File: src/rtl/ofmap_writer.sv
// Streams conv output words into the output SRAM, overwriting or accumulating with signed saturation.
// Overwrite: one word per cycle, write lands on the accept edge. Accumulate: read then write, 2 cycles per word.
// Backpressure: data_ready_o is low in RD while the read is issued; the word is consumed in ACC.

`ifndef WRITE_ENB
`define WRITE_ENB 4'b0000
`endif
`ifndef WRITE_DIS
`define WRITE_DIS 4'b1111
`endif

module ofmap_writer #(
    parameter int ADDR_W = 18,
    parameter int DATA_W = 32,
    parameter int LEN_W  = 18
) (
    input  logic              clk,
    input  logic              rst,
    input  logic              start_i,
    input  logic              acc_i,
    input  logic [ADDR_W-1:0] base_addr_i,
    input  logic [LEN_W-1:0]  len_i,
    input  logic              data_valid_i,
    input  logic [DATA_W-1:0] data_i,
    output logic              data_ready_o,
    output logic              busy_o,
    output logic              finish_o,
    output logic              cs,
    output logic              oe,
    output logic [ADDR_W-1:0] addr,
    output logic [3:0]        W_req,
    output logic [DATA_W-1:0] W_data,
    input  logic [DATA_W-1:0] R_data
);

    typedef enum logic [2:0] {IDLE, WR, RD, ACC, DONE} state_t;

    state_t              state;
    logic [ADDR_W-1:0]   ptr;
    logic [LEN_W-1:0]    remaining;
    logic [DATA_W-1:0]   hold_q;
    logic [DATA_W:0]     wide_sum;
    logic [DATA_W-1:0]   sat_sum;
    logic                in_job;

    // One guard bit is enough to detect signed overflow of the partial-sum update.
    assign wide_sum = {R_data[DATA_W-1], R_data} + {hold_q[DATA_W-1], hold_q};

    always_comb begin
        sat_sum = wide_sum[DATA_W-1:0];
        if (wide_sum[DATA_W] != wide_sum[DATA_W-1]) begin
            sat_sum = wide_sum[DATA_W] ? {1'b1, {(DATA_W-1){1'b0}}}
                                       : {1'b0, {(DATA_W-1){1'b1}}};
        end
    end

    assign in_job = (state == WR) || (state == RD) || (state == ACC);

    // Bus strobes follow the stream valid in the same cycle, so they are decoded here.
    always_comb begin
        cs     = 1'b0;
        oe     = 1'b0;
        addr   = '0;
        W_req  = `WRITE_DIS;
        W_data = '0;
        if (in_job) begin
            addr = ptr;
        end
        case (state)
            WR: begin
                cs     = 1'b1;
                W_data = data_i;
                if (data_valid_i) begin
                    W_req = `WRITE_ENB;
                end
            end
            RD: begin
                cs = data_valid_i;
                oe = data_valid_i;
            end
            ACC: begin
                cs     = 1'b1;
                W_data = sat_sum;
                W_req  = `WRITE_ENB;
            end
            default: ;
        endcase
    end

    always_ff @(posedge clk or negedge rst) begin
        if (!rst) begin
            state        <= IDLE;
            ptr          <= '0;
            remaining    <= '0;
            hold_q       <= '0;
            data_ready_o <= 1'b0;
            busy_o       <= 1'b0;
            finish_o     <= 1'b0;
        end else begin
            case (state)
                IDLE: begin
                    if (start_i && !finish_o) begin
                        ptr       <= base_addr_i;
                        remaining <= len_i;
                        if (len_i == '0) begin
                            state    <= DONE;
                            finish_o <= 1'b1;
                        end else if (!acc_i) begin
                            state        <= WR;
                            busy_o       <= 1'b1;
                            data_ready_o <= 1'b1;
                        end else begin
                            state  <= RD;
                            busy_o <= 1'b1;
                        end
                    end
                end
                WR: begin
                    if (data_valid_i) begin
                        ptr       <= ptr + ADDR_W'(1);
                        remaining <= remaining - LEN_W'(1);
                        if (remaining == LEN_W'(1)) begin
                            state        <= DONE;
                            busy_o       <= 1'b0;
                            data_ready_o <= 1'b0;
                            finish_o     <= 1'b1;
                        end
                    end
                end
                RD: begin
                    if (data_valid_i) begin
                        hold_q       <= data_i;
                        state        <= ACC;
                        data_ready_o <= 1'b1;
                    end
                end
                ACC: begin
                    ptr          <= ptr + ADDR_W'(1);
                    remaining    <= remaining - LEN_W'(1);
                    data_ready_o <= 1'b0;
                    if (remaining == LEN_W'(1)) begin
                        state    <= DONE;
                        busy_o   <= 1'b0;
                        finish_o <= 1'b1;
                    end else begin
                        state <= RD;
                    end
                end
                DONE: begin
                    // Requester must drop start before ownership of the buffer is handed back.
                    if (!start_i) begin
                        state    <= IDLE;
                        finish_o <= 1'b0;
                    end
                end
                default: state <= IDLE;
            endcase
        end
    end

endmodule
File: config.mk
export PLATFORM = sky130hd
export DESIGN_NAME = ofmap_writer
export DESIGN_NICKNAME = d
export VERILOG_FILES = /design/src/rtl/ofmap_writer.sv
export SDC_FILE = /design/constraint.sdc
export NUM_CORES = 1
export LEC_CHECK = 0
export BUFFER_PORTS_ARGS = -buffer_cell sky130_fd_sc_hd__buf_2
export CAP_MARGIN = 20
export CORE_MARGIN = 2
export CORE_UTILIZATION = 32
export CTS_BUF_LIST = sky130_fd_sc_hd__clkbuf_4
export DETAILED_ROUTE_END_ITERATION = 10
export MAX_ROUTING_LAYER = met4
export PLACE_DENSITY = 0.58
export SYNTH_ARGS = -nofsm -noshare
export SYNTH_HDL_FRONTEND = slang
export SYNTH_SLANG_ARGS = --single-unit
File: constraint.sdc
create_clock -name clk -period 8.4 [get_ports clk]
set_input_delay 1.68 -clock clk [delete_from_list [all_inputs] [get_ports clk]]
set_output_delay 1.68 -clock clk [all_outputs]
set_load 0.005 [all_outputs]
* Yosys cells after proc, flatten, opt, wreduce, memory -nomap -nowiden
Index checks and enable logic that the tools add are counted. W data, S select, Z words.
Cells by class: $add $sub $neg 3, eq/ne operators 14, multiplexer cells 41, reductions and logical operators 16
Operators with widths (number):
- $pmux W18 S3 | 2
- $mux W18 | 5
- $mux W32 | 2
- $pmux W32 S2 | 1
- $add A32 B32 Y33 | 1
- $mux W3 | 7
- $add A18 B1 Y18 const B | 1
- $eq A18 B1 Y1 const B | 1
- $logic_not A18 Y1 | 1
- $sub A18 B1 Y18 const B | 1
- $mux W1 | 16
- $pmux W3 S5 | 1
- $ne A2 B2 Y1 const B | 7
- $reduce_and A5 Y1 | 2
- $pmux W1 S4 | 2
- $pmux W4 S2 | 1
- $reduce_bool A4 Y1 | 2
- $reduce_and A7 Y1 | 1
- $eq A3 B2 Y1 const B | 2
- $mux W4 | 1
- $reduce_and A4 Y1 | 1
- $eq A3 B1 Y1 const B | 1
- $eq A3 B3 Y1 const B | 1
- $logic_not A3 Y1 | 1
- 12 further kinds | 13
Word-level totals: flip-flop bits (word level) 74, input bits 105, output and inout port bits 59, word-level logic and storage cells 81

* Logic depth before layout (Yosys ltp)
depth in word-level cells 4, gate-level depth with buffers 13, depth with buffers taken out 12

* Worst setup path after synthesis
OpenSTA, ideal clock, no wires.
path kind input to output, from in R_data[0], to out W_data[11], arrival 3917 ps, data required time 6720 ps, path slack 2803 ps, stages on the path 13, buffers on the path 1, path through ha_1 -> inv_1 -> fa_1 -> nor2b_1 -> o31ai_4 -> a31oi_4 -> o21bai_2 -> and2_4 -> o31a_1 -> xor2_2 -> buf_2 -> nor2_1 -> o21ai_2
Between the ends: word-level cells in the longest chain between the ends 4, elaborated cells between the ends (all ways) 5, classes of those cells add/sub: 1; eq/ne: 1; mux: 3
Ends and longest elaborated chain:
- start: declaration | line 33 | input logic [DATA_W-1:0] R_data
- $add A32 B32 Y33 (*) | line 47 | assign wide_sum = {R_data[DATA_W-1], R_data} + {hold_q[DATA_W-1], hold_q};
- $mux W32 / $ne A1 B1 Y1 (equally long branches) | line 52, 51
- $mux W32 (*) | line 51 | if (wide_sum[DATA_W] != wide_sum[DATA_W-1]) begin
- $pmux W32 S2 (*) | line 69 | case (state)
- end: declaration | line 32 | output logic [DATA_W-1:0] W_data,
Mark *: on every way between the ends. The rest lies on a longest branch, timed or not.

* Final worst setup path
from in R_data[0], to out W_data[5]
The elaborated chain is that of the path after synthesis.

==> results.yml <==
run_status:
  run_status: "finished, final reports clean"
clock_network:
  cts_hold_buf: 0
  num_cts_buffers: 9
  cts_tree: "done"
  deepest_clock_path_buffer_count: 2
  post_cts_resized: 0
  insertion_delay_ns: 0.46
  clock_sinks: 74
  clk_transition_reported_paths_ns: 0.14
  htree_levels: 3
  postCtsSetupRepairBufs: 0
  clk_root_buffer_cell: "clkbuf_4"
cells_and_area:
  area_of_all_placed_cells_without_fillers_um2: 7460
  layout-area-overhead-vs-synth_pct: 18.4
  finalNetCount: 1071
  layout-drive-gt1-share_pct: 29.2
  final_non_filler_cell_total: 1203
place:
  dp.cells: 1183
  hpwl_mm: 13.6
  placedInstanceArea_um2: 7270
  buffer_ports.inserted: 163
  routabilityCongestion: 0.866
floorplanning:
  num_io_pins: 164
  die_w_um: 144
  start_util_pct: 32.5
  placement_rows: 51
  die_height_um: 144
  total_die_area_um2: 20800
  core_region_area_um2: 19400
detailed_routing:
  drc_errors: 0
  wl_per_cell_um: 15.4
  route.detailed.vias_per_inst: 5.17
  count_of_antenna_violating_nets_left_after_detailed_routing: 0
  route.final.wire_length_mm: 18.6
  drt_iter0_markers: 385
  num_vias: 6218
  first_pass_iters: 5
grt:
  grt.total_usage_pct: 18.2
  grt_residual_overflow: 0
  antenna_found_initial: 3
  grt_first_pass_wirelength_mm: 29.0
  grt_pass1_vias: 5662
  grt_start_max_net_pins: 75
synth:
  post_synth_inst_count: 799
  yosysSeqAreaShare_pct: 29.4
  avgSynthCellArea_um2: 7.89
  async_flop_share_pct: 100
  count_of_flip_flops_with_a_built_in_enable_after_synthesis: 0
  synth.cells.most_frequent: "95 x nor2_1, 88 x a21oi_1, 87 x nand2_1"
  synth.yosys.warnings: 0
  yosys.cell_count.top_type: "nor2_1"
  synth_top_area_share_pct: 29.4
  synth-seq-cells: 74
  netlist_area_before_placement_um2: 6300
  synth_top_area_cell: "dfrtp_1"
  syn-num-nets: 940
  netlist-cell-type-count: 71
  synth-main-ff-cell: "dfrtp_1"
  synth.area.top_cells: "dfrtp_1 29%, a21oi_1 7.0%, ha_1 6.9%"
setup_path:
  worst_r2r_path_depth: 9
  cpMostUsedCell: "buf_2"
  critPathCaptureType: "output port"
  critical_path_arrival_ns: 4.69
  critical_path.startpoint_type: "primary input"
  critPathSlowestCell: "fa_1"
  slowest_delay_ns: 0.40
  startpoint: "R_data[0]"
  critical_path.cell_chain: "buf_2, ha_1, inv_1, fa_1, nor2b_1, o31ai_4, a31oi_4, o21bai_2, and2_4, o31a_1, xor2_2, buf_4, nor2_1, o21ai_2, buf_2"
  timing.critical_path.required_ns: 6.72
  setup_cp_type: "primary input to output port"
  ff2ff_setup_slack_ns: 5.80
  crit_fanout: 24
  regToRegEndpoint: "state[0]"
  critical_path.reg2reg.startpoint: "remaining[7]"
timing:
  setup_viol: 0
  report.final.slew_viol_count: 0
  fmaxAchievable_ghz: 0.157
  timing.final.crit_share_pct: 75.8
  timing_hold_violations_final: 0
  finalSetupTns_ns: 0
  least_margin_pin_slew_ns: 1.06
  worst_clock_skew_ns: 0.0340
  unrepaired_setup_endpoints_after_global_routing: "no"
  slew-limit-headroom_pct: 29.4
  finalCriticalPeriod_ns: 6.37
worst_hold_path:
  whs_endpoint: "remaining[16]"
  hold_path.class: "flop to flop"
  hold_start: "remaining[16]"
  worst_hold_path.num_cells: 2
power_and_ir_drop:
  ir_drop_mv: 0.137
  p_per_area_nw_per_um2: 404
  total_power_mw: 3.02
  total_leakage_power_nw: 3.28
job:
  timing.max_cap.violations: 0
sequential cells by signal, indices dropped and copies added, names as in the netlist:
register      count
finish_o          1
remaining        18
busy_o            1
ptr              18
state             3
hold_q           32
data_ready_o      1
worst max path at each step:
stage                 endpoint  slack [ns]  cells past startpoint
finish               W_data[5]        2.03                     15
global route         W_data[5]        1.76                     14
CTS                  W_data[7]        1.95                     14
detailed placement   W_data[7]        1.96                     14
global placement     W_data[7]        2.10                     14
floorplan           W_data[11]        2.80                     13
per-stage QoR:
step | hold slack, ns | setup WS, ns | util, %
final | 0.506 | 2.03 | 38.5
after global routing | 0.518 | 1.76 | 38.5
after CTS | 0.513 | 1.95 | 38.3
after detailed placement | 0.478 | 1.96 | 37.5
after global placement | 0.468 | 2.10 | 37.5
after floorplan | 0.447 | 2.80 | -
layer usage:
layer / GRT usage [%] / vias up / share of wire (%)
li1: - / 3149 / -
met1: 25.5 / 2916 / 50
met2: 27.5 / 135 / 46
met3: 2.05 / 18 / 3.3
met4: 5.67 / 0 / 1.3
met5: - / - / 0
critical path, delay by kind of cell:
family	cells	cell delay (ns)
XOR/XNOR	1	0.34
buffers and inverters	4	0.64
AO/OA/AOI/OAI	5	0.86
AND/OR/NAND/NOR	3	0.53
adder cells (fa/ha/maj)	2	0.62
cells by family (layout without fill, tap and decap cells):
logic type | count (synthesis) | after routing | synth area share (%)
simple gates | 300 | 300 | 22.2
fa+ha+maj | 36 | 36 | 7.26
compound gates | 269 | 269 | 27.0
buf+inv | 64 | 200 | 4.88
other cells | 0 | 3 | 0
xor+xnor | 23 | 23 | 3.31
mux | 33 | 33 | 5.95
flops | 74 | 74 | 29.4
power by group:
group / switching [mW] / internal (mW) / leakage, nW / total (mW)
Clock: 0.152 / 0.125 / 0.0830 / 0.276
Sequential: 0.159 / 0.533 / 0.863 / 0.692
Combinational: 1.19 / 0.853 / 2.33 / 2.05
Total: 1.50 / 1.51 / 3.28 / 3.02
layout by cell type, fill, tap and decap left out, drive strengths merged, types with 6 or more instances in the layout:
cell type / n
nor2b: 8
dfrtp: 74
a31oi: 7
clkbuf: 10
nor4: 7
xnor2: 11
nor2: 95
and3: 11
inv: 15
nand2: 88
mux2: 33
nor3: 20
and2: 18
o22ai: 8
nand2b: 7
a21oi: 89
o21a: 6
nand3: 28
or3: 6
xor2: 12
buf: 170
ha: 35
o21ai: 108
a22oi: 6
area by class of cell:
| type | instances | area (um2) |
|---|---|---|
| Antenna cell | 3 | 7.51 |
| Clock buffer | 10 | 75.1 |
| Clock inverter | 6 | 88.8 |
| Fill cell | 2079 | 11900 |
| Inverter | 14 | 52.6 |
| Multi-Input combinational cell | 661 | 4170 |
| Sequential cell | 74 | 1850 |
| Tap cell | 265 | 332 |
| Timing Repair Buffer | 170 | 891 |
Power figures use the tool's default switching activity.
